<file path="src/rtl/ps2_keyboard_fifo.sv">
// PS/2 keyboard receiver: oversampled frame decoder with parity/stop/timeout
// checking, scancode FIFO and a memory-mapped data/status register pair.
module ps2_keyboard_fifo #(
  parameter int unsigned           FIFO_DEPTH     = 16,
  parameter int unsigned           ADDR_WIDTH     = 14,
  parameter int unsigned           DATA_WIDTH     = 64,
  parameter logic [ADDR_WIDTH-1:0] BASE_ADDRESS   = 14'h3ff0,
  parameter int unsigned           TIMEOUT_CYCLES = 20000,
  parameter int unsigned           SYNC_STAGES    = 2
) (
  input  logic                  system_clk,
  input  logic                  reset,
  input  logic                  PS2_clk,
  input  logic                  PS2_data,
  input  logic [ADDR_WIDTH-1:0] address,
  input  logic                  read_strobe,
  output logic [DATA_WIDTH-1:0] data,
  output logic                  irq,
  output logic                  frame_error
);

  localparam int unsigned PTR_W = $clog2(FIFO_DEPTH);
  localparam int unsigned CNT_W = $clog2(FIFO_DEPTH + 1);
  localparam int unsigned TMO_W = $clog2(TIMEOUT_CYCLES + 1);
  localparam logic [ADDR_WIDTH-1:0] STATUS_ADDR = ADDR_WIDTH'(BASE_ADDRESS + 1);

  typedef enum logic [1:0] {IDLE, DATA, PARITY, STOP} state_e;

  state_e                 state_q, state_d;
  logic [SYNC_STAGES-1:0] clk_sync_q, clk_sync_d, data_sync_q, data_sync_d;
  logic                   clk_prev_q, clk_prev_d;
  logic [2:0]             bit_idx_q, bit_idx_d;
  logic [7:0]             shreg_q, shreg_d;
  logic                   parity_q, parity_d;
  logic [TMO_W-1:0]       tmo_q, tmo_d;
  logic [PTR_W-1:0]       wr_ptr_q, wr_ptr_d, rd_ptr_q, rd_ptr_d;
  logic [CNT_W-1:0]       count_q, count_d;
  logic                   ovf_q, ovf_d, par_err_q, par_err_d;
  logic                   frm_err_q, frm_err_d, tmo_err_q, tmo_err_d;
  logic [15:0]            err_cnt_q, err_cnt_d;
  logic                   irq_q, irq_d, frame_error_q, frame_error_d;
  logic [7:0]             mem_q [FIFO_DEPTH];

  logic fall, sample, push, bad_parity, bad_stop, timeout;
  logic pop, clr, full, do_push, err_evt;
  logic [15:0] err_base;
  logic [DATA_WIDTH-1:0] rd_data;

  assign clk_sync_d  = {clk_sync_q[SYNC_STAGES-2:0], PS2_clk};
  assign data_sync_d = {data_sync_q[SYNC_STAGES-2:0], PS2_data};
  assign clk_prev_d  = clk_sync_q[SYNC_STAGES-1];
  assign fall        = clk_prev_q & ~clk_sync_q[SYNC_STAGES-1];
  assign sample      = data_sync_q[SYNC_STAGES-1];

  // Frame decoder; every transition is qualified by a synchronised falling edge.
  always_comb begin
    state_d    = state_q;
    bit_idx_d  = bit_idx_q;
    shreg_d    = shreg_q;
    parity_d   = parity_q;
    tmo_d      = '0;
    push       = 1'b0;
    bad_parity = 1'b0;
    bad_stop   = 1'b0;
    timeout    = 1'b0;
    if (fall) begin
      unique case (state_q)
        IDLE: if (!sample) begin
          state_d   = DATA;
          bit_idx_d = 3'd0;
        end
        DATA: begin
          shreg_d   = {sample, shreg_q[7:1]};
          bit_idx_d = bit_idx_q + 3'd1;
          if (bit_idx_q == 3'd7) state_d = PARITY;
        end
        PARITY: begin
          parity_d = sample;
          state_d  = STOP;
        end
        STOP: begin
          state_d    = IDLE;
          bad_parity = ~(^{shreg_q, parity_q});
          bad_stop   = ~sample;
          push       = ~bad_parity & ~bad_stop;
        end
        default: state_d = IDLE;
      endcase
    end else if (state_q != IDLE) begin
      if (tmo_q == TMO_W'(TIMEOUT_CYCLES - 1)) begin
        timeout = 1'b1;
        state_d = IDLE;
      end else begin
        tmo_d = tmo_q + TMO_W'(1);
      end
    end
  end

  // FIFO bookkeeping, sticky flags and the saturating error counter.
  always_comb begin
    pop     = read_strobe && (address == BASE_ADDRESS) && (count_q != '0);
    clr     = read_strobe && (address == STATUS_ADDR);
    full    = (count_q == CNT_W'(FIFO_DEPTH));
    do_push = push && (!full || pop);
    err_evt = bad_parity | bad_stop | timeout;

    wr_ptr_d = do_push ? wr_ptr_q + PTR_W'(1) : wr_ptr_q;
    rd_ptr_d = pop ? rd_ptr_q + PTR_W'(1) : rd_ptr_q;
    count_d  = count_q;
    if (do_push && !pop) count_d = count_q + CNT_W'(1);
    if (!do_push && pop) count_d = count_q - CNT_W'(1);

    // A fresh error in the clearing cycle survives the clear.
    ovf_d     = (clr ? 1'b0 : ovf_q) | (push && full && !pop);
    par_err_d = (clr ? 1'b0 : par_err_q) | bad_parity;
    frm_err_d = (clr ? 1'b0 : frm_err_q) | bad_stop;
    tmo_err_d = (clr ? 1'b0 : tmo_err_q) | timeout;
    err_base  = clr ? 16'h0000 : err_cnt_q;
    err_cnt_d = (err_evt && err_base != 16'hffff) ? err_base + 16'd1 : err_base;

    irq_d         = (count_d != '0) | ovf_d | par_err_d | frm_err_d | tmo_err_d;
    frame_error_d = err_evt;
  end

  always_ff @(posedge system_clk or negedge reset) begin
    if (!reset) begin
      state_q       <= IDLE;
      clk_sync_q    <= '1;
      data_sync_q   <= '1;
      clk_prev_q    <= 1'b1;
      bit_idx_q     <= '0;
      shreg_q       <= '0;
      parity_q      <= 1'b0;
      tmo_q         <= '0;
      wr_ptr_q      <= '0;
      rd_ptr_q      <= '0;
      count_q       <= '0;
      ovf_q         <= 1'b0;
      par_err_q     <= 1'b0;
      frm_err_q     <= 1'b0;
      tmo_err_q     <= 1'b0;
      err_cnt_q     <= '0;
      irq_q         <= 1'b0;
      frame_error_q <= 1'b0;
    end else begin
      state_q       <= state_d;
      clk_sync_q    <= clk_sync_d;
      data_sync_q   <= data_sync_d;
      clk_prev_q    <= clk_prev_d;
      bit_idx_q     <= bit_idx_d;
      shreg_q       <= shreg_d;
      parity_q      <= parity_d;
      tmo_q         <= tmo_d;
      wr_ptr_q      <= wr_ptr_d;
      rd_ptr_q      <= rd_ptr_d;
      count_q       <= count_d;
      ovf_q         <= ovf_d;
      par_err_q     <= par_err_d;
      frm_err_q     <= frm_err_d;
      tmo_err_q     <= tmo_err_d;
      err_cnt_q     <= err_cnt_d;
      irq_q         <= irq_d;
      frame_error_q <= frame_error_d;
    end
  end

  // Storage array carries no reset; the valid bit masks stale entries.
  always_ff @(posedge system_clk) begin
    if (do_push) mem_q[wr_ptr_q] <= shreg_q;
  end

  always_comb begin
    rd_data = '0;
    if (address == BASE_ADDRESS) begin
      rd_data[7:0]   = (count_q != '0) ? mem_q[rd_ptr_q] : 8'h00;
      rd_data[8]     = (count_q != '0);
      rd_data[31:16] = 16'(count_q);
    end else if (address == STATUS_ADDR) begin
      rd_data[0]     = (count_q == '0);
      rd_data[1]     = full;
      rd_data[2]     = ovf_q;
      rd_data[3]     = par_err_q;
      rd_data[4]     = frm_err_q;
      rd_data[5]     = tmo_err_q;
      rd_data[31:16] = err_cnt_q;
    end
  end

  assign data        = rd_data;
  assign irq         = irq_q;
  assign frame_error = frame_error_q;

endmodule

</file>
<file path="config.mk">
export PLATFORM = sky130hd
export DESIGN_NAME = ps2_keyboard_fifo
export DESIGN_NICKNAME = d
export VERILOG_FILES = /design/src/rtl/ps2_keyboard_fifo.sv
export SDC_FILE = /design/constraint.sdc
export NUM_CORES = 1
export LEC_CHECK = 0
export ABC_AREA = 1
export CAP_MARGIN = 30
export CORE_MARGIN = 3
export CORE_UTILIZATION = 25
export DETAILED_ROUTE_END_ITERATION = 7
export PLACE_DENSITY = 0.52
export SLEW_MARGIN = 20
export SYNTH_ARGS = -nofsm -noshare
export SYNTH_HDL_FRONTEND = slang
export SYNTH_SLANG_ARGS = --single-unit
</file>
<file path="constraint.sdc">
create_clock -name system_clk -period 3 [get_ports system_clk]
set_input_delay 0.3 -clock system_clk [delete_from_list [all_inputs] [get_ports system_clk]]
set_output_delay 0.3 -clock system_clk [all_outputs]
set_load 0.02 [all_outputs]
</file>
==> reports/qor.yml, run 1 <==
post-dp-hpwl_um: 15200
tightest_slew_ps: 501
status: "finished clean"
io_pins: 85
yosysUniqueCellTypes: 41
yosys_most_used_dff: "edfxtp_1"
dpl.cell_count: 1414
max-clock-path-buffers: 2
period_share_pct: 96.1
wire_per_inst_um: 15.4
clk_pin_slew_worst_paths_ps: 80
cts_setup_buffers: 0
drt_iter0_markers: 442
endpoint_kind: "output pin"
clock-sinks: 197
die_w_um: 197
rows: 69
clk_latency_ps: 440
initial_utilization_pct: 25.5
wl_um: 22300
yosysTopAreaCell: "edfxtp_1"
h-tree-depth: 4
cts_buffers: 17
port_buffers: 45
instances_no_fill: 1448
layout-drive-gt1-share_pct: 11.3
synth_seq_area_share_pct: 61.0
path_max_fanout: 23
drtAntennaViolNets: 0
cts-root-buf: "clkbuf_16"
synth_area_leaders: "edfxtp_1 42%, dfrtp_1 18%, nand2_1 7.1%"
leakage_uw: 0.00433
vias: 6455
p_per_area_nw_per_um2: 557
total_power_uw: 6120
ys_warn_count: 0
tns_ps: 0
gp_congestion: 0.790
grt_pass1_vias: 6270
drc_errors: 0
hold_violations: 0
track_usage_pct: 11.5
hold_class: "input port to flop"
avgSynthCellArea_sq_um: 10.3
setup_viol_count_final: 0
relSlewSlack_pct: 66.5
syn_area_sq_um: 9150
synthArstFlopShare_pct: 35.0
grt_max_degree: 70
coreArea_sq_um: 35800
post_dp_cell_area_sq_um: 10300
synth_edf_count: 128
worstSetupPathType: "flop to output pin"
diodes: 0
final_cell_area_sq_um: 11000
area_growth_pct: 20.1
clock.fmax_mhz: 347
antenna_found_initial: 0
rsz0062_at_grt: "no"
arrival_ps: 2580
pre_cts_ws_ps: 174
die_height_um: 197
drv_slew: 0
grt_first_pass_wirelength_um: 35100
die_area_sq_um: 38900
max_cap_violations: 0
synth_cells: 892
cp.required_ps: 2700
finalClockSkew_ps: 22.0
firstDrtPassIters: 5
ys_ff_latch: 197
startpoint_type: "flop"
final_nets: 1009
cts_tree: "yes"
vdd_ir_drop_max_mv: 0.346
via_per_inst: 4.46
grt-ovfl-total: 0
period_minus_slack_ps: 2880
yosysTopAreaCellShare_pct: 42.0
postLayoutSetupSlackWorst_ps: 116
-- sequential cells by signal, indices dropped and copies added (netlist names), 2 cells and up --
signal and count:
state_q 2, err_cnt_q 16, clk_sync_q 2, count_q 5, wr_ptr_q 4, rd_ptr_q 4
bit_idx_q 3, data_sync_q 2, shreg_q 8, mem_q 128, tmo_q 15
-- power breakdown --
| group | total (uW) | switching, uW | internal (uW) |
|---|---|---|---|
| sequential | 3070 | 47.4 | 3030 |
| clock | 2510 | 1190 | 1320 |
| combinational | 535 | 377 | 158 |
-- metrics by stage --
step / hold WS [ps] / util [%]
after floorplan: 4.41 / -
after global placement: 347 / 28.6
after CTS: 50.2 / 30.5
after detailed placement: 347 / 28.6
after global routing: 269 / 30.7
final: 277 / 30.7
-- cell type report --
type	instances	area, sq um
Tap cell	461	577
Timing Repair Buffer	94	870
Sequential cell	197	5580
Clock inverter	15	241
Inverter	85	320
Clock buffer	17	425
Fill cell	3643	24800
Multi-Input combinational cell	579	2970
-- logic make-up (layout without fill, tap and decap cells) --
| family | count (synthesis) | in the layout | share of synthesized area [%] |
|---|---|---|---|
| AOI/OAI and AO/OA | 160 | 160 | 10.6 |
| xor gates and xnor gates | 23 | 23 | 2.20 |
| and+or+nand+nor | 341 | 341 | 15.8 |
| other | 1 | 39 | 0.0410 |
| DFF | 197 | 197 | 61.0 |
| buffers and inverters | 154 | 211 | 8.17 |
| adders and majority gates | 16 | 16 | 2.19 |
-- layout by cell type (no fill, tap or decap), drive strengths merged, types with 3 or more instances in the layout --
cell,Yosys,final
dfstp,5,5
clkinv,3,9
clkdlybuf4s50,0,38
inv,82,89
edfxtp,128,128
buf,48,49
xor2,21,21
nand3,53,53
conb,1,39
nor3,20,20
nand4,7,7
nor2,75,75
dlymetal6s2s,0,5
a21oi,67,67
ha,16,16
dfrtp,64,64
o31ai,6,6
nand2,179,179
clkbuf,21,17
o221ai,33,33
nor4,3,3
o21ai,44,44
-- worst max-delay path, stage by stage, from the launching register on --
cell and delay [ps]:
dfrtp_1 410, clkinv_1 110, nand2_1 100, buf_6 250
o221ai_1 150, o21ai_1 270, o221a_2 260, clkdlybuf4s50_1 600
-- repair_timing --
action                                  in CTS  in global routing
hold buffers                                 0                  1
gates resized for setup                      4                 10
endpoints found under the setup margin       8                  7
pin swaps                                    0                  0
endpoints found under the hold margin        0                 23
-- cell usage after synthesis, types with 2 or more instances --
| library cell | count |
|---|---|
| nand2_1 | 174 |
| nor2_2 | 2 |
| inv_2 | 11 |
| nand3_1 | 52 |
| o21ai_0 | 30 |
| clkbuf_1 | 21 |
| nand4_1 | 7 |
| a31oi_1 | 2 |
| ha_1 | 16 |
| o21ai_1 | 14 |
| xor2_1 | 21 |
| xnor2_1 | 2 |
| nor2_1 | 72 |
| o221a_2 | 2 |
| buf_4 | 42 |
| edfxtp_1 | 128 |
| dfrtp_1 | 64 |
| o221ai_1 | 33 |
| buf_1 | 2 |
| clkinv_1 | 3 |
| inv_1 | 71 |
| nor4_1 | 3 |
| and3_1 | 2 |
| nand2_2 | 5 |
| nor3_1 | 19 |
| o21a_1 | 2 |
| dfstp_2 | 5 |
| a21oi_1 | 67 |
| o31ai_1 | 6 |
| buf_2 | 3 |
-- final timing paths --
kind                                               start                        to  slack [ps]  cells after the start
worst max-delay path             rd_ptr_q[0]$_DFFE_PN0N_                   data[6]         120                      7
worst min-delay path                            PS2_data  data_sync_q[0]$_DFF_PN1_         280                      1
worst max register to register      clk_prev_q$_DFF_PN1_     mem_q[7][5]$_DFFE_PP_         410                     11
worst min register to register  data_sync_q[0]$_DFF_PN1_  data_sync_q[1]$_DFF_PN1_         360                      0
max in group asynchronous                          reset   clk_sync_q[1]$_DFF_PN1_        2060                      3
min in group asynchronous                          reset   rd_ptr_q[2]$_DFFE_PN0N_         320                      2
-- routing by layer --
metal  global-route usage (%)  up-vias  wire length, um
met4                     2.43        0              244
met2                     18.7      151            10600
met5                        0        -                0
met3                     2.83       16             1280
met1                     15.8     3122            10200
li1                         -     3166                -
Power figures use the tool's default switching activity.
==> inputs of run 2 (changes only) <==
--- a/config.mk
+++ b/config.mk
@@ -7,7 +7,7 @@
 export LEC_CHECK = 0
 export ABC_AREA = 1
 export CAP_MARGIN = 30
-export CORE_MARGIN = 3
+export CORE_MARGIN = 2
 export CORE_UTILIZATION = 25
 export DETAILED_ROUTE_END_ITERATION = 7
 export PLACE_DENSITY = 0.52
==> run 2 against run 1 <==
Against the previous run: final cell count grew 0.28%; clock power decreased by 9.2%; die area fell by 2.0%; critical path type unchanged; sequential power about the same; register-to-register slack got worse by 30 ps.
==> reports/qor.yml, run 2 (synthesis gave the netlist of run 1 again) <==
die_area_sq_um: 38100  # -2.0%
max_stage_delay_ps: 410  # -190 ps
relSlewSlack_pct: 67.1  # +0.59 points
period_share_pct: 93.7  # -2.4 points
tns_ps: 0  # unchanged
clk_pin_slew_worst_paths_ps: 70  # about the same
final_nets: 1007  # -0.20%
initial_utilization_pct: 25.2  # -0.36 points
vias: 6390  # -1.0%
rsz0062_at_grt: "no"
max-clock-path-buffers: 2  # unchanged
grt_max_degree: 52  # -26%
hold_violations: 0  # unchanged
drc_errors: 0  # unchanged
antenna_found_initial: 0  # unchanged
rows: 70  # +1.4%
cts_setup_buffers: 0  # unchanged
die_w_um: 195  # -1.0%
sequential_cell_area_sq_um: 5580  # unchanged
period_minus_slack_ps: 2810  # -73.4 ps
finalClockSkew_ps: 11.4  # -10.6 ps
diodes: 0  # unchanged
clkPwrFrac_pct: 38.8  # -2.2 points
setup_viol_count_final: 0  # unchanged
path_max_fanout: 12  # -48%
coreArea_sq_um: 36300  # +1.4%
cts_tree: "yes"
p_seq_share_pct: 52.2  # +2.0 points
switching_power_uw: 1530  # -5.6%
largest_reg_flops: 128  # unchanged
arrival_ps: 2510  # -70 ps
reg.largest.list: "mem_q x128, err_cnt_q x16, tmo_q x15"
multi_input_area_sq_um: 2970  # about the same
comb_power_share_pct: 9.0  # +0.3 points
h-tree-depth: 4  # unchanged
via_per_inst: 4.40  # -1.3%
cts-root-buf: "clkbuf_16"
firstDrtPassIters: 5  # unchanged
grt_pass1_vias: 6142  # -2.0%
die_height_um: 195  # -1.0%
cp.required_ps: 2700  # about the same
n_fill_cell: 3685  # +1.2%
worstSetupPathType: "flop to output pin"
final_util_pct: 29.8  # -0.81 points
drtAntennaViolNets: 0  # unchanged
status: "finished clean"
cp_slowest_cell: "dfrtp_1"
max_cap_violations: 0  # unchanged
leakage_uw: 0.00424  # -2.0%
mostFrequentLayoutCells: "173 x nand2_1, 128 x edfxtp_1, 72 x nor2_1"
clock-sinks: 197  # unchanged
p_per_area_nw_per_um2: 543  # -2.6%
hold_class: "input port to flop"
drt_iter0_markers: 401  # -9.3%
io_pins: 85  # unchanged
clk_latency_ps: 440  # about the same
tightest_slew_ps: 489  # -11.6 ps
path_cells: "clkinv_1 -> nand2_1 -> buf_4 -> o221ai_1 -> a21oi_1 -> nor3_1 -> o31ai_1 -> dlygate4sd2_1"
p_int_uw: 4360  # -3.2%
drv_slew: 0  # unchanged
total_power_uw: 5890  # -3.8%
post-dp-hpwl_um: 15200  # -0.31%
grt_first_pass_wirelength_um: 35100  # about the same
gp_congestion: 0.835  # +5.8%
top_register: "mem_q"
final_cell_area_sq_um: 10800  # -1.2%
swShare_pct: 26.0  # -0.48 points
post_dp_cell_area_sq_um: 10300  # about the same
clock.fmax_mhz: 356  # +2.6%
cts_buffers: 17  # unchanged
port_buffers: 45  # unchanged
vdd_ir_drop_max_mv: 0.377  # +9.0%
layout-drive-gt1-share_pct: 10.8  # -0.58 points
final_common_cell: "nand2_1"
track_usage_pct: 11.9  # +0.38 points
wire_per_inst_um: 15.3  # -0.96%
grt-ovfl-total: 0  # unchanged
area_growth_pct: 18.6
wl_um: 22200  # -0.69%
startpoint_type: "flop"
endpoint_kind: "output pin"
run 2: stage by stage:
stage                     setup slack [ps]  cells  hold slack (ps)
after floorplan                        659    930             4.41
after global placement                98.0   1419              349
after detailed placement               168   1420              225
after CTS                             52.9   1452              248
after global routing                  18.6   1452              254
final                                  189   1452              265
run 2: timing repair:
item                                    4_1_cts  5_1_grt
hold buffers                                  1        0
hold endpoints to repair                     13        0
resized for setup                             8        5
endpoints found under the setup margin        6        8
run 2: critical path: cells and delay by family, from the launching register on:
family,cells,cell delay [ps]
compound gates,3,690
buf+inv,3,720
flops,1,410
simple gates,2,260
run 2: final timing paths:
check | to | startpoint | depth (start not counted) | slack [ps]
max | data[4] | rd_ptr_q[0]$_DFFE_PN0N_ | 8 | 190
min | clk_sync_q[0]$_DFF_PN1_ | PS2_clk | 1 | 270
max reg2reg | mem_q[6][2]$_DFFE_PP_ | clk_prev_q$_DFF_PN1_ | 11 | 380
min reg2reg | clk_sync_q[1]$_DFF_PN1_ | clk_sync_q[0]$_DFF_PN1_ | 0 | 360
max in group asynchronous | rd_ptr_q[3]$_DFFE_PN0N_ | reset | 3 | 2140
min in group asynchronous | err_cnt_q[10]$_DFF_PN0_ | reset | 2 | 290
run 2: cell type report:
cell class / instances / area share [%]
flip-flops and latches: 197 / 51.4
well taps: 468 / 5.40
clock buffers: 18 / 3.96
multi-input cells: 579 / 27.4
clock inverters: 13 / 1.25
repair buffers: 92 / 7.64
inverters: 85 / 2.95
run 2: power groups by stage:
stage / Sequential [uW] / Clock, uW / Combinational, uW
CTS: 3080 / 2330 / 541
floorplan: 3170 / 0 / 326
global placement: 3130 / 0 / 523
global route: 3080 / 2440 / 605
finish: 3070 / 2280 / 530
detailed placement: 3130 / 0 / 537
run 2: layer usage:
metal / vias up / GRT usage (%) / part of all wire (%)
li1: 3164 / - / -
met1: 3079 / 16.3 / 48
met2: 132 / 19.0 / 46
met3: 15 / 2.99 / 5.2
met4: 0 / 2.86 / 0.94
met5: - / 0 / 0
